==> src/rtl/nibble_serial_add_ctrl_pkg.sv <==
// Shared constants for the nibble-serial adder: FSM encoding and nibble width.
package nibble_serial_add_ctrl_pkg;

  localparam int NIB_W = 4;

  localparam logic [1:0] ST_IDLE = 2'd0;
  localparam logic [1:0] ST_RUN  = 2'd1;
  localparam logic [1:0] ST_DONE = 2'd2;

  typedef logic [NIB_W-1:0] nibble_t;

endpackage

==> src/rtl/nibble_serial_add_ctrl_stage.sv <==
// Combinational 4-bit ripple-carry stage with per-operand enable gating.
module nibble_add_stage
  import nibble_serial_add_ctrl_pkg::*;
(
  input  nibble_t a,
  input  nibble_t b,
  input  logic    ci,
  input  logic    ena,
  input  logic    enb,
  output nibble_t s,
  output logic    co
);

  nibble_t          am;
  nibble_t          bm;
  logic [NIB_W:0]   c;

  assign am   = a & {NIB_W{ena}};
  assign bm   = b & {NIB_W{enb}};
  assign c[0] = ci;

  generate
    for (genvar gi = 0; gi < NIB_W; gi++) begin : g_fa
      assign s[gi]   = am[gi] ^ bm[gi] ^ c[gi];
      assign c[gi+1] = (am[gi] & bm[gi]) | (c[gi] & (am[gi] ^ bm[gi]));
    end
  endgenerate

  assign co = c[NIB_W];

endmodule

==> src/rtl/nibble_serial_add_ctrl.sv <==
// Wide adder that reuses one 4-bit stage, one nibble per clock, LSB first,
// with a start/busy/done handshake and a held result.
module nibble_serial_add_ctrl
  import nibble_serial_add_ctrl_pkg::*;
#(
  parameter int NIBBLES = 4
) (
  input  logic                     clk,
  input  logic                     rst,
  input  logic                     start,
  input  logic [NIB_W*NIBBLES-1:0] A,
  input  logic [NIB_W*NIBBLES-1:0] B,
  input  logic                     Ci,
  input  logic                     sa,
  input  logic                     sb,
  output logic                     busy,
  output logic                     done,
  output logic [NIB_W*NIBBLES-1:0] S,
  output logic                     Co
);

  localparam int W     = NIB_W * NIBBLES;
  localparam int IDX_W = $clog2(NIBBLES);
  localparam logic [IDX_W-1:0] LAST_IDX = IDX_W'(NIBBLES - 1);

  logic [1:0]       state_reg;
  logic [IDX_W-1:0] idx_reg;
  logic             carry_reg;
  logic [W-1:0]     a_reg;
  logic [W-1:0]     b_reg;
  logic [W-1:0]     s_reg;
  logic             co_reg;

  nibble_t          stage_s;
  logic             stage_co;

  // Bit offset of the current nibble; idx*4 expressed as a shift.
  logic [IDX_W+1:0] bit_ofs;
  assign bit_ofs = {idx_reg, 2'b00};

  nibble_add_stage u_stage (
    .a   (a_reg[bit_ofs +: NIB_W]),
    .b   (b_reg[bit_ofs +: NIB_W]),
    .ci  (carry_reg),
    .ena (1'b1),
    .enb (1'b1),
    .s   (stage_s),
    .co  (stage_co)
  );

  always_ff @(posedge clk) begin
    if (rst) begin
      state_reg <= ST_IDLE;
      idx_reg   <= '0;
      carry_reg <= 1'b0;
      a_reg     <= '0;
      b_reg     <= '0;
      s_reg     <= '0;
      co_reg    <= 1'b0;
    end else begin
      case (state_reg)
        ST_IDLE: begin
          if (start) begin
            a_reg     <= sa ? A : '0;
            b_reg     <= sb ? B : '0;
            carry_reg <= Ci;
            idx_reg   <= '0;
            state_reg <= ST_RUN;
          end
        end
        ST_RUN: begin
          // Upper nibbles of S keep stale data until this walk reaches them.
          s_reg[bit_ofs +: NIB_W] <= stage_s;
          carry_reg               <= stage_co;
          if (idx_reg == LAST_IDX) begin
            co_reg    <= stage_co;
            state_reg <= ST_DONE;
          end else begin
            idx_reg <= idx_reg + 1'b1;
          end
        end
        ST_DONE: state_reg <= ST_IDLE;
        default: state_reg <= ST_IDLE;
      endcase
    end
  end

  assign busy = (state_reg == ST_RUN);
  assign done = (state_reg == ST_DONE);
  assign S    = s_reg;
  assign Co   = co_reg;

endmodule
==> config.mk <==
export PLATFORM = sky130hd
export DESIGN_NAME = nibble_serial_add_ctrl
export DESIGN_NICKNAME = d
export VERILOG_FILES = /design/src/rtl/nibble_serial_add_ctrl_pkg.sv /design/src/rtl/nibble_serial_add_ctrl_stage.sv /design/src/rtl/nibble_serial_add_ctrl.sv
export SDC_FILE = /design/constraint.sdc
export NUM_CORES = 1
export LEC_CHECK = 0
export BUFFER_PORTS_ARGS = -buffer_cell sky130_fd_sc_hd__buf_4
export CAP_MARGIN = 10
export CORE_MARGIN = 5
export CORE_UTILIZATION = 54
export DETAILED_ROUTE_END_ITERATION = 12
export GPL_ROUTABILITY_DRIVEN = 1
export GPL_TIMING_DRIVEN = 0
export PLACE_DENSITY = 0.87
export REMOVE_ABC_BUFFERS = 1
export SYNTH_ARGS = -nofsm -noshare
export SYNTH_HDL_FRONTEND = slang
export SYNTH_HIERARCHICAL = 1
export SYNTH_SLANG_ARGS = --single-unit
export TNS_END_PERCENT = 30
==> constraint.sdc <==
create_clock -name clk -period 4.6 [get_ports clk]
set_clock_uncertainty 0.15 [all_clocks]
set_input_delay 0.92 -clock clk [delete_from_list [all_inputs] [get_ports clk]]
set_output_delay 0.92 -clock clk [all_outputs]
set_load 0.03 [all_outputs]
==> flow_metrics.py, run 1 <==
metrics = {
    "critical_path": {
        "timing.critical_path.mode_cell": "fa_1",
        "worstPathMaxFanout": 20,
        "worstPathRequired_ps": 4680,
        "worst_path_largest_cell_delay_ps": 920,
        "path_buf_inv": 3,
        "cp_top_family": "adder cells",
        "crit_slowest_cell": "dfxtp_1",
        "critPathKind": "register to register",
        "cp.arrival_ps": 3830,
        "path_cells": "mux4_1 -> nand2_1 -> fa_1 -> inv_1 -> fa_1 -> fa_1 -> inv_1 -> fa_1 -> inv_1 -> nand4_1 -> a21oi_1",
        "end_kind": "register",
        "worst_setup_path_start_kind": "register",
    },
    "place": {
        "dp_slack_ps": 858,
        "placed_cell_area_um2": 2960,
        "dp_hpwl_mm": 3.93,
        "io_buffers": 56,
        "gp_congestion": 0.808,
        "place_inst": 377,
    },
    "power_and_ir_drop": {
        "vdd_drop_max_v": 0.000186,
        "power_density_nw_per_um2": 288,
        "power_mw": 0.878,
        "p_leak_nw": 1.22,
    },
    "synth": {
        "synth.avg_cell_area_um2": 9.22,
        "synth_edf_count": 0,
        "ys_ff_latch": 54,
        "synthFlopType": "dfxtp_1",
        "ys_types": 39,
        "postSynth.asyncResetShare": 0,
        "yosysWarnings": 6,
        "yosysSeqAreaShare": 0.417,
        "synth_area_um2": 2590,
        "synthCells": 281,
    },
    "clock_tree": {
        "cts_tree": "built",
        "clkLatencyLatePin_ps": 300,
        "clk_path_buf_depth": 2,
        "numClockSinks": 54,
        "ctsResizeCount": 0,
        "cts_max_level": 2,
        "root_buffer": "clkbuf_8",
        "hold_buffers": 0,
        "clk_pin_slew_ps": 90,
        "cts_buffers": 5,
        "postCtsSetupRepairBufs": 0,
    },
    "hold_path": {
        "min_path_type": "register to register",
    },
    "timing": {
        "slew_headroom": 0.240,
        "tns_ps": 0,
        "min_period_ps": 3750,
        "hold_ws_ps": 303,
        "worst_slack_ps": 849,
        "tightest_slew_ps": 1140,
        "drv_slew": 0,
        "hold_viol": 0,
        "post-route-period-util": 0.815,
        "setup_viol": 0,
        "max_freq_ghz": 0.267,
        "rsz0062_at_grt": "false",
    },
    "die": {
        "coreArea_um2": 4690,
        "die_area_um2": 6280,
        "die_y_um": 79.3,
        "io_pins": 57,
        "die_w_um": 79.3,
        "start_util": 0.552,
        "num_rows": 25,
    },
    "finish": {
        "num-nets-final": 378,
        "final_common_cell": "buf_4",
        "final_cells": 385,
        "fin_util": 0.650,
        "antennaDiodeCount": 0,
        "synthToLayoutAreaGrowth_pct": 17.7,
        "layout_common_cells": "buf_4, dfxtp_1, a21oi_1",
        "drive_above_1_share": 0.224,
        "postLayoutCellArea_um2": 3050,
    },
    "global_route": {
        "grt.total_usage": 0.178,
        "antenna_found_initial": 0,
        "grt_max_degree": 52,
        "grt_pass1_vias": 1967,
        "grt.overflow.total": 0,
        "grt_first_pass_wirelength_mm": 8.77,
    },
    "drt": {
        "vias": 2116,
        "drt-initial-drc-count": 101,
        "via_per_inst": 5.50,
        "routed_wirelength_mm": 5.36,
        "firstDrtPassIters": 4,
        "detail-route-antenna-nets": 0,
        "wire_per_inst_um": 13.9,
        "route.detailed.drc": 0,
    },
    "outcome": {
        "status": "complete, no violations",
    },
    "job": {
        "max_cap_viol_count": 0,
    },
}
[synth_stat cells (2+ instances only)]
cell      count  area (µm²)
clkbuf_1      9        33.8
dfxtp_1      54        1080
mux4_1        5         131
fa_1          4        80.1
and3b_1       2        17.5
buf_2         3        15.0
o21ai_0       2        10.0
a31oi_1       2        12.5
a22o_1        7        61.3
nand4_1       4        25.0
nand2b_1      5        31.3
and2_1        4        25.0
a21oi_1      45         225
inv_1        11        41.3
nand3_1      40         200
mux4_2        3        67.6
nand3b_1      2        15.0
ha_1          6        75.1
nand2_1      42         158
buf_6         8        90.1
nor2_1        5        18.8
[cell families after synthesis]
logic type                 synth area share
other                               0.00145
adders and majority gates            0.0599
buffers and inverters                0.0739
and+or+nand+nor                       0.239
AOI/OAI and AO/OA                     0.131
muxes                                0.0768
DFF                                   0.417
[worst register-to-register path, delay by kind of cell (launching register included)]
kind	cells	cell delay (ps)
mux	1	650
flops	1	920
buf+inv	3	270
compound gates	1	160
fa+ha+maj	4	1300
simple gates	2	220
[worst paths after layout]
path	start	slack [ps]	cells after the start	endpoint
max	idx_reg[0]	850	11	S[3]
min	a_reg[5]	300	2	a_reg[5]
max reg2reg	idx_reg[0]	850	11	S[3]
min reg2reg	a_reg[5]	300	2	a_reg[5]
[report_power, final]
group / internal, mW / switching, mW
clock network: 0.122 / 0.145
registers: 0.482 / 0.0148
logic: 0.0515 / 0.0633
total: 0.655 / 0.223
[area by class of cell]
class | count | area (µm²)
fill | 404 | 1640
multi-input combinational | 201 | 1350
sequential | 54 | 1080
timing repair buffer | 56 | 420
clock buffer | 7 | 86.3
tap | 54 | 67.6
inverter | 12 | 45.0
clock inverter | 1 | 5.00
[routing by layer]
layer  routed length, µm  GRT usage  share of wire  up-vias
li1                    -          -              -     1074
met1                2260      0.211           0.42      976
met2                2700      0.308           0.50       57
met3                 290     0.0363          0.054        9
met4                  97     0.0790          0.018        0
met5                   0          0              0        -
(Power assumes the default switching activity.)
==> run 2: changes to the inputs <==
ABC_AREA = 1   (was not set)
CORE_UTILIZATION = 53   (was 54)
PLACE_DENSITY = 0.86   (was 0.87)
clock period = 3.5 ns   (was 4.6 ns; I/O delays follow)
==> run 2 against run 1 <==
Flip-flop and latch count stayed put. Clock-buffer cell count stayed put. Synthesized cell count is 27% higher. Register-to-register slack worse by 460 ps. Area after synthesis is 1.8% lower. Global-route usage is 0.46 points higher. Via count is 15% higher. Wire length is 5.7% higher. Core utilization is 1.4 points higher. Clock power is 51% higher.
==> flow_metrics.py, run 2 <==
metrics = {
    "outcome": {
        "status": "complete, no violations",
    },
    "timing": {
        "slew_headroom": 0.573,
        "rsz0062_at_grt": "false",
        "tightest_slew_ps": 638,
        "setup_viol": 0,
        "hold_viol": 0,
        "post-route-period-util": 0.890,
        "max_freq_ghz": 0.321,
        "min_period_ps": 3120,
        "drv_slew": 0,
    },
    "critical_path": {
        "worstPathMaxFanout": 25,
        "startpoint": "idx_reg[0]",
        "end_kind": "register",
        "rr_startpoint": "idx_reg[0]",
        "worst_path_largest_cell_delay_ps": 450,
        "worstPathRequired_ps": 3590,
        "worstRegToRegCells": 15,
        "cp.arrival_ps": 3200,
        "crit_slowest_cell": "dfxtp_4",
        "path_cells": "inv_4 -> o21ai_0 -> o22ai_1 -> nand2_1 -> fa_1 -> inv_1 -> fa_1 -> fa_1 -> inv_1 -> fa_1 -> inv_1 -> inv_1 -> nor3_2 -> nand2_1 -> a21oi_1",
        "critPathKind": "register to register",
        "worst_setup_path_start_kind": "register",
    },
    "synth": {
        "yosysWarnings": 6,
        "synth_compound_area_frac": 0.153,
        "ys_top_cells_by_count": "nand2_1, dfxtp_1, a21oi_1",
        "synth_edf_count": 0,
        "synthMuxAreaShare": 0,
        "synth.avg_cell_area_um2": 7.11,
        "ys_ff_latch": 54,
        "postSynth.asyncResetShare": 0,
        "yosysSeqAreaShare": 0.425,
        "synth_top_area_frac": 0.425,
        "synth_top_family_by_area": "simple AND/OR/NAND/NOR gates",
        "synth_area_um2": 2540,
        "synth-simple-area-share": 0.274,
        "synthAdderAreaFrac": 0.0610,
        "yosysTopAreaCell": "dfxtp_1",
        "ys_types": 19,
        "synthFlopType": "dfxtp_1",
        "yosys-top-cells-area": "dfxtp_1, nand2_1, a21oi_1, nand3_1, nor2_1",
        "synthCells": 358,
        "synth-xor-area-share": 0,
        "yosysMostFrequentCell": "nand2_1",
    },
    "power_and_ir_drop": {
        "power_density_nw_per_um2": 424,
        "p_leak_nw": 1.35,
        "vdd_drop_max_v": 0.000257,
        "power_mw": 1.32,
    },
    "die": {
        "die_y_um": 79.3,
        "die_w_um": 79.3,
        "start_util": 0.542,
        "io_pins": 57,
        "num_rows": 25,
        "die_area_um2": 6280,
        "coreArea_um2": 4690,
    },
    "global_route": {
        "grt_max_degree": 48,
        "grt_pass1_vias": 2240,
        "grt.overflow.total": 0,
        "grt_first_pass_wirelength_mm": 9.23,
        "antenna_found_initial": 0,
        "grt.total_usage": 0.182,
    },
    "finish": {
        "antennaDiodeCount": 0,
        "postLayoutCellArea_um2": 3120,
        "num-nets-final": 461,
        "synthToLayoutAreaGrowth_pct": 22.5,
        "final_common_cell": "nand2_1",
        "n_fill_cell": 436,
        "drive_above_1_share": 0.184,
        "layout_common_cells": "nand2_1, buf_4, dfxtp_1",
    },
    "place": {
        "dp_hpwl_mm": 3.91,
        "placed_cell_area_um2": 2950,
        "gp_congestion": 0.833,
        "io_buffers": 56,
    },
    "drt": {
        "via_per_inst": 5.19,
        "drt-initial-drc-count": 86,
        "firstDrtPassIters": 4,
        "routed_wirelength_mm": 5.67,
        "wire_per_inst_um": 12.1,
        "detail-route-antenna-nets": 0,
        "vias": 2431,
        "route.detailed.drc": 0,
    },
    "clock_tree": {
        "cts_tree": "built",
        "clk_path_buf_depth": 2,
        "hold_buffers": 0,
        "cts_max_level": 2,
        "clk_pin_slew_ps": 90,
        "cts_buffers": 5,
        "root_buffer": "clkbuf_8",
        "numClockSinks": 54,
        "clkLatencyLatePin_ps": 300,
    },
    "job": {
        "max_cap_viol_count": 0,
    },
    "hold_path": {
        "min_path_type": "register to register",
        "hp-start": "b_reg[9]",
        "hold_depth": 2,
    },
}
-- run 2: changes by cell type after synthesis, moves of 7 or more --
cell / delta
o21ai_0: +19
nor2_1: +32
o22ai_1: +8
nand2_1: +39
a22o_1: -7
inv_1: +17
-- run 2: metal layers --
metal / track usage / up-vias / wire length, µm
met2: 0.342 / 59 / 2840
li1: - / 1259 / -
met4: 0.0464 / 0 / 40
met5: 0 / - / 0
met1: 0.203 / 1108 / 2420
met3: 0.0465 / 5 / 368
-- run 2: what timing repair did --
item,CTS,global route
gates cloned,0,0
pin swaps,0,0
endpoints found under the setup margin,6,3
setup buffers,0,5
gates resized for setup,3,5
-- run 2: final cells by class --
cell class / instances / area, µm² / area share
multi-input combinational: 261 / 1280 / 0.410
sequential: 54 / 1090 / 0.349
timing repair buffer: 61 / 458 / 0.147
inverter: 30 / 119 / 0.0381
clock buffer: 7 / 76.3 / 0.0245
tap: 54 / 67.6 / 0.0217
clock inverter: 1 / 30.0 / 0.00963
-- run 2: cell families (layout without fill, tap and decap cells) --
kind of cell | after synthesis | count (layout)
and+or+nand+nor | 167 | 167
AOI/OAI and AO/OA | 76 | 76
DFF | 54 | 54
other | 1 | 8
buffers and inverters | 50 | 99
adders and majority gates | 10 | 10
-- run 2: power by group --
group | switching, mW | internal (mW) | total (mW) | leakage, nW
logic | 0.160 | 0.0992 | 0.259 | 0.859
registers | 0.0224 | 0.639 | 0.662 | 0.441
clock network | 0.188 | 0.214 | 0.402 | 0.0524
total | 0.370 | 0.953 | 1.32 | 1.35
-- run 2: metrics by stage --
| step | std cells | setup slack (ps) | setup TNS [ps] | hold WS, ps | util |
|---|---|---|---|---|---|
| 2_1_floorplan | 345 | 227 | 0 | 286 | - |
| 3_3_place_gp | 455 | -280 | -859 | 299 | 0.630 |
| 3_5_place_dp | 455 | -412 | -1320 | 302 | 0.630 |
| 4_1_cts | 463 | 109 | 0 | 319 | 0.653 |
| 5_1_grt | 468 | 66.9 | 0 | 335 | 0.664 |
| 6_report | 468 | 385 | 0 | 317 | 0.664 |
-- run 2: worst paths after layout --
path	end	slack [ps]
worst max register to register	S[15]	380
worst min-delay path	b_reg[9]	320
worst min register to register	b_reg[9]	320
worst max-delay path	S[15]	380
-- run 2: critical path, delay by kind of cell, from the launching register on --
family	cells	cell delay, ps
compound gates	3	400
buf+inv	5	400
simple gates	3	330
flops	1	450
fa+ha+maj	4	1330
==> run 3: changes to the inputs <==
CORE_MARGIN = not set   (was 5)
==> run 3 against run 2 <==
The run now ends with design-rule violations left. Final cell count is 0.43% lower. Register-to-register slack got worse by 210 ps. Clock-buffer cell count is the same. Core utilization is 3.0 points higher. Non-clock buffer count unchanged. Largest cell class unchanged.
==> flow_metrics.py, run 3 (synthesis gave the netlist of run 2 again) <==
metrics = {
    "drt": {
        "routed_wirelength_mm": 5.58,
        "via_per_inst": 5.25,
        "firstDrtPassIters": 8,
        "detail-route-antenna-nets": 0,
        "wire_per_inst_um": 12.0,
        "drt-initial-drc-count": 143,
        "vias": 2446,
        "route.detailed.drc": 5,
    },
    "timing": {
        "worst_slack_ps": 177,
        "tightest_slew_ps": 673,
        "drv_slew": 0,
        "min_period_ps": 3320,
        "post-route-period-util": 0.950,
        "hold_viol": 0,
        "setup_viol": 0,
        "slew_headroom": 0.550,
        "max_freq_ghz": 0.301,
        "rsz0062_at_grt": "false",
        "tns_ps": 0,
    },
    "clock_tree": {
        "numClockSinks": 54,
        "root_buffer": "clkbuf_8",
        "clkLatencyLatePin_ps": 300,
        "cts_tree": "built",
        "hold_buffers": 0,
        "cts_buffers": 5,
        "cts_max_level": 2,
        "clk_pin_slew_ps": 90,
        "clk_path_buf_depth": 2,
    },
    "finish": {
        "synthToLayoutAreaGrowth_pct": 22.1,
        "final_cells": 466,
        "num-nets-final": 461,
        "n_fill_cell": 410,
        "fin_util": 0.694,
        "final_common_cell": "nand2_1",
        "drive_above_1_share": 0.181,
        "antennaDiodeCount": 0,
        "layout_common_cells": "nand2_1, buf_4, dfxtp_1",
    },
    "die": {
        "io_pins": 57,
        "num_rows": 24,
        "start_util": 0.569,
        "die_y_um": 71.3,
        "die_w_um": 71.3,
        "die_area_um2": 5080,
        "coreArea_um2": 4470,
    },
    "critical_path": {
        "critPathKind": "register to register",
        "reg2reg_slack_ps": 180,
        "worstPathRequired_ps": 3580,
        "cp.arrival_ps": 3400,
        "startpoint": "idx_reg[1]",
        "end_kind": "register",
        "rr_startpoint": "idx_reg[1]",
        "worstPathMaxFanout": 13,
        "worst_setup_path_start_kind": "register",
    },
    "place": {
        "dp_hpwl_mm": 3.80,
        "io_buffers": 56,
        "gp_congestion": 0.890,
        "place_inst": 453,
        "dp_slack_ps": -392,
    },
    "hold_path": {
        "min_path_type": "register to register",
        "hp-start": "a_reg[10]",
    },
    "job": {
        "max_cap_viol_count": 0,
    },
    "global_route": {
        "grt_max_degree": 48,
        "antenna_found_initial": 0,
        "grt.total_usage": 0.224,
        "grt.overflow.total": 0,
        "grt_first_pass_wirelength_mm": 9.09,
        "grt_pass1_vias": 2178,
    },
    "power_and_ir_drop": {
        "power_density_nw_per_um2": 427,
        "vdd_drop_max_v": 0.000239,
        "p_leak_nw": 1.35,
    },
    "outcome": {
        "status": "complete, but fails checks",
        "violations": "design-rule violations",
    },
}
==> run 3: power by group <==
group / internal, mW / switching, mW / total [mW]
clock network: 0.214 / 0.190 / 0.404
logic: 0.0999 / 0.160 / 0.260
registers: 0.639 / 0.0225 / 0.662
total: 0.953 / 0.373 / 1.33
==> run 3: final cells by class <==
class	instances	area [µm²]	area share
multi-input combinational	261	1270	0.410
sequential	54	1090	0.350
timing repair buffer	61	458	0.147
inverter	30	119	0.0383
clock buffer	7	76.3	0.0246
tap	52	65.1	0.0209
clock inverter	1	30.0	0.00967
==> run 3: metal layers <==
metal	up-vias	wire length [µm]	global-route usage
met4	0	52	0.0778
met5	-	0	0
met3	7	323	0.0450
li1	1260	-	-
met1	1094	2420	0.268
met2	85	2790	0.400
==> run 3: worst paths after layout <==
| kind | end | cells past startpoint |
|---|---|---|
| min | a_reg[10] | 2 |
| min reg2reg | a_reg[10] | 2 |
| max | S[15] | 15 |
| max reg2reg | S[15] | 15 |
==> run 3: worst max-delay path: stages (launching register included) <==
cell	delay, ps
dfxtp_2	500
clkinvlp_4	220
o21ai_0	120
o22ai_1	110
nand2_1	90
fa_1	180
inv_1	50
fa_1	380
fa_1	370
inv_1	70
fa_1	400
inv_1	60
inv_1	60
nor3_1	240
nand2_1	100
a21oi_1	140
==> run 3: through the flow <==
stage          area, µm²  hold slack (ps)  power [mW]
6_report            3110              317        1.33
5_1_grt             3110              334        1.39
4_1_cts             3060              318        1.32
3_5_place_dp        2950              304       0.920
3_3_place_gp        2950              299       0.911
2_1_floorplan       2470              286       0.824
==> run 3: timing repair <==
item,in CTS,in global routing
buffers inserted,0,5
setup endpoints to repair,6,3
gates resized for setup,3,3
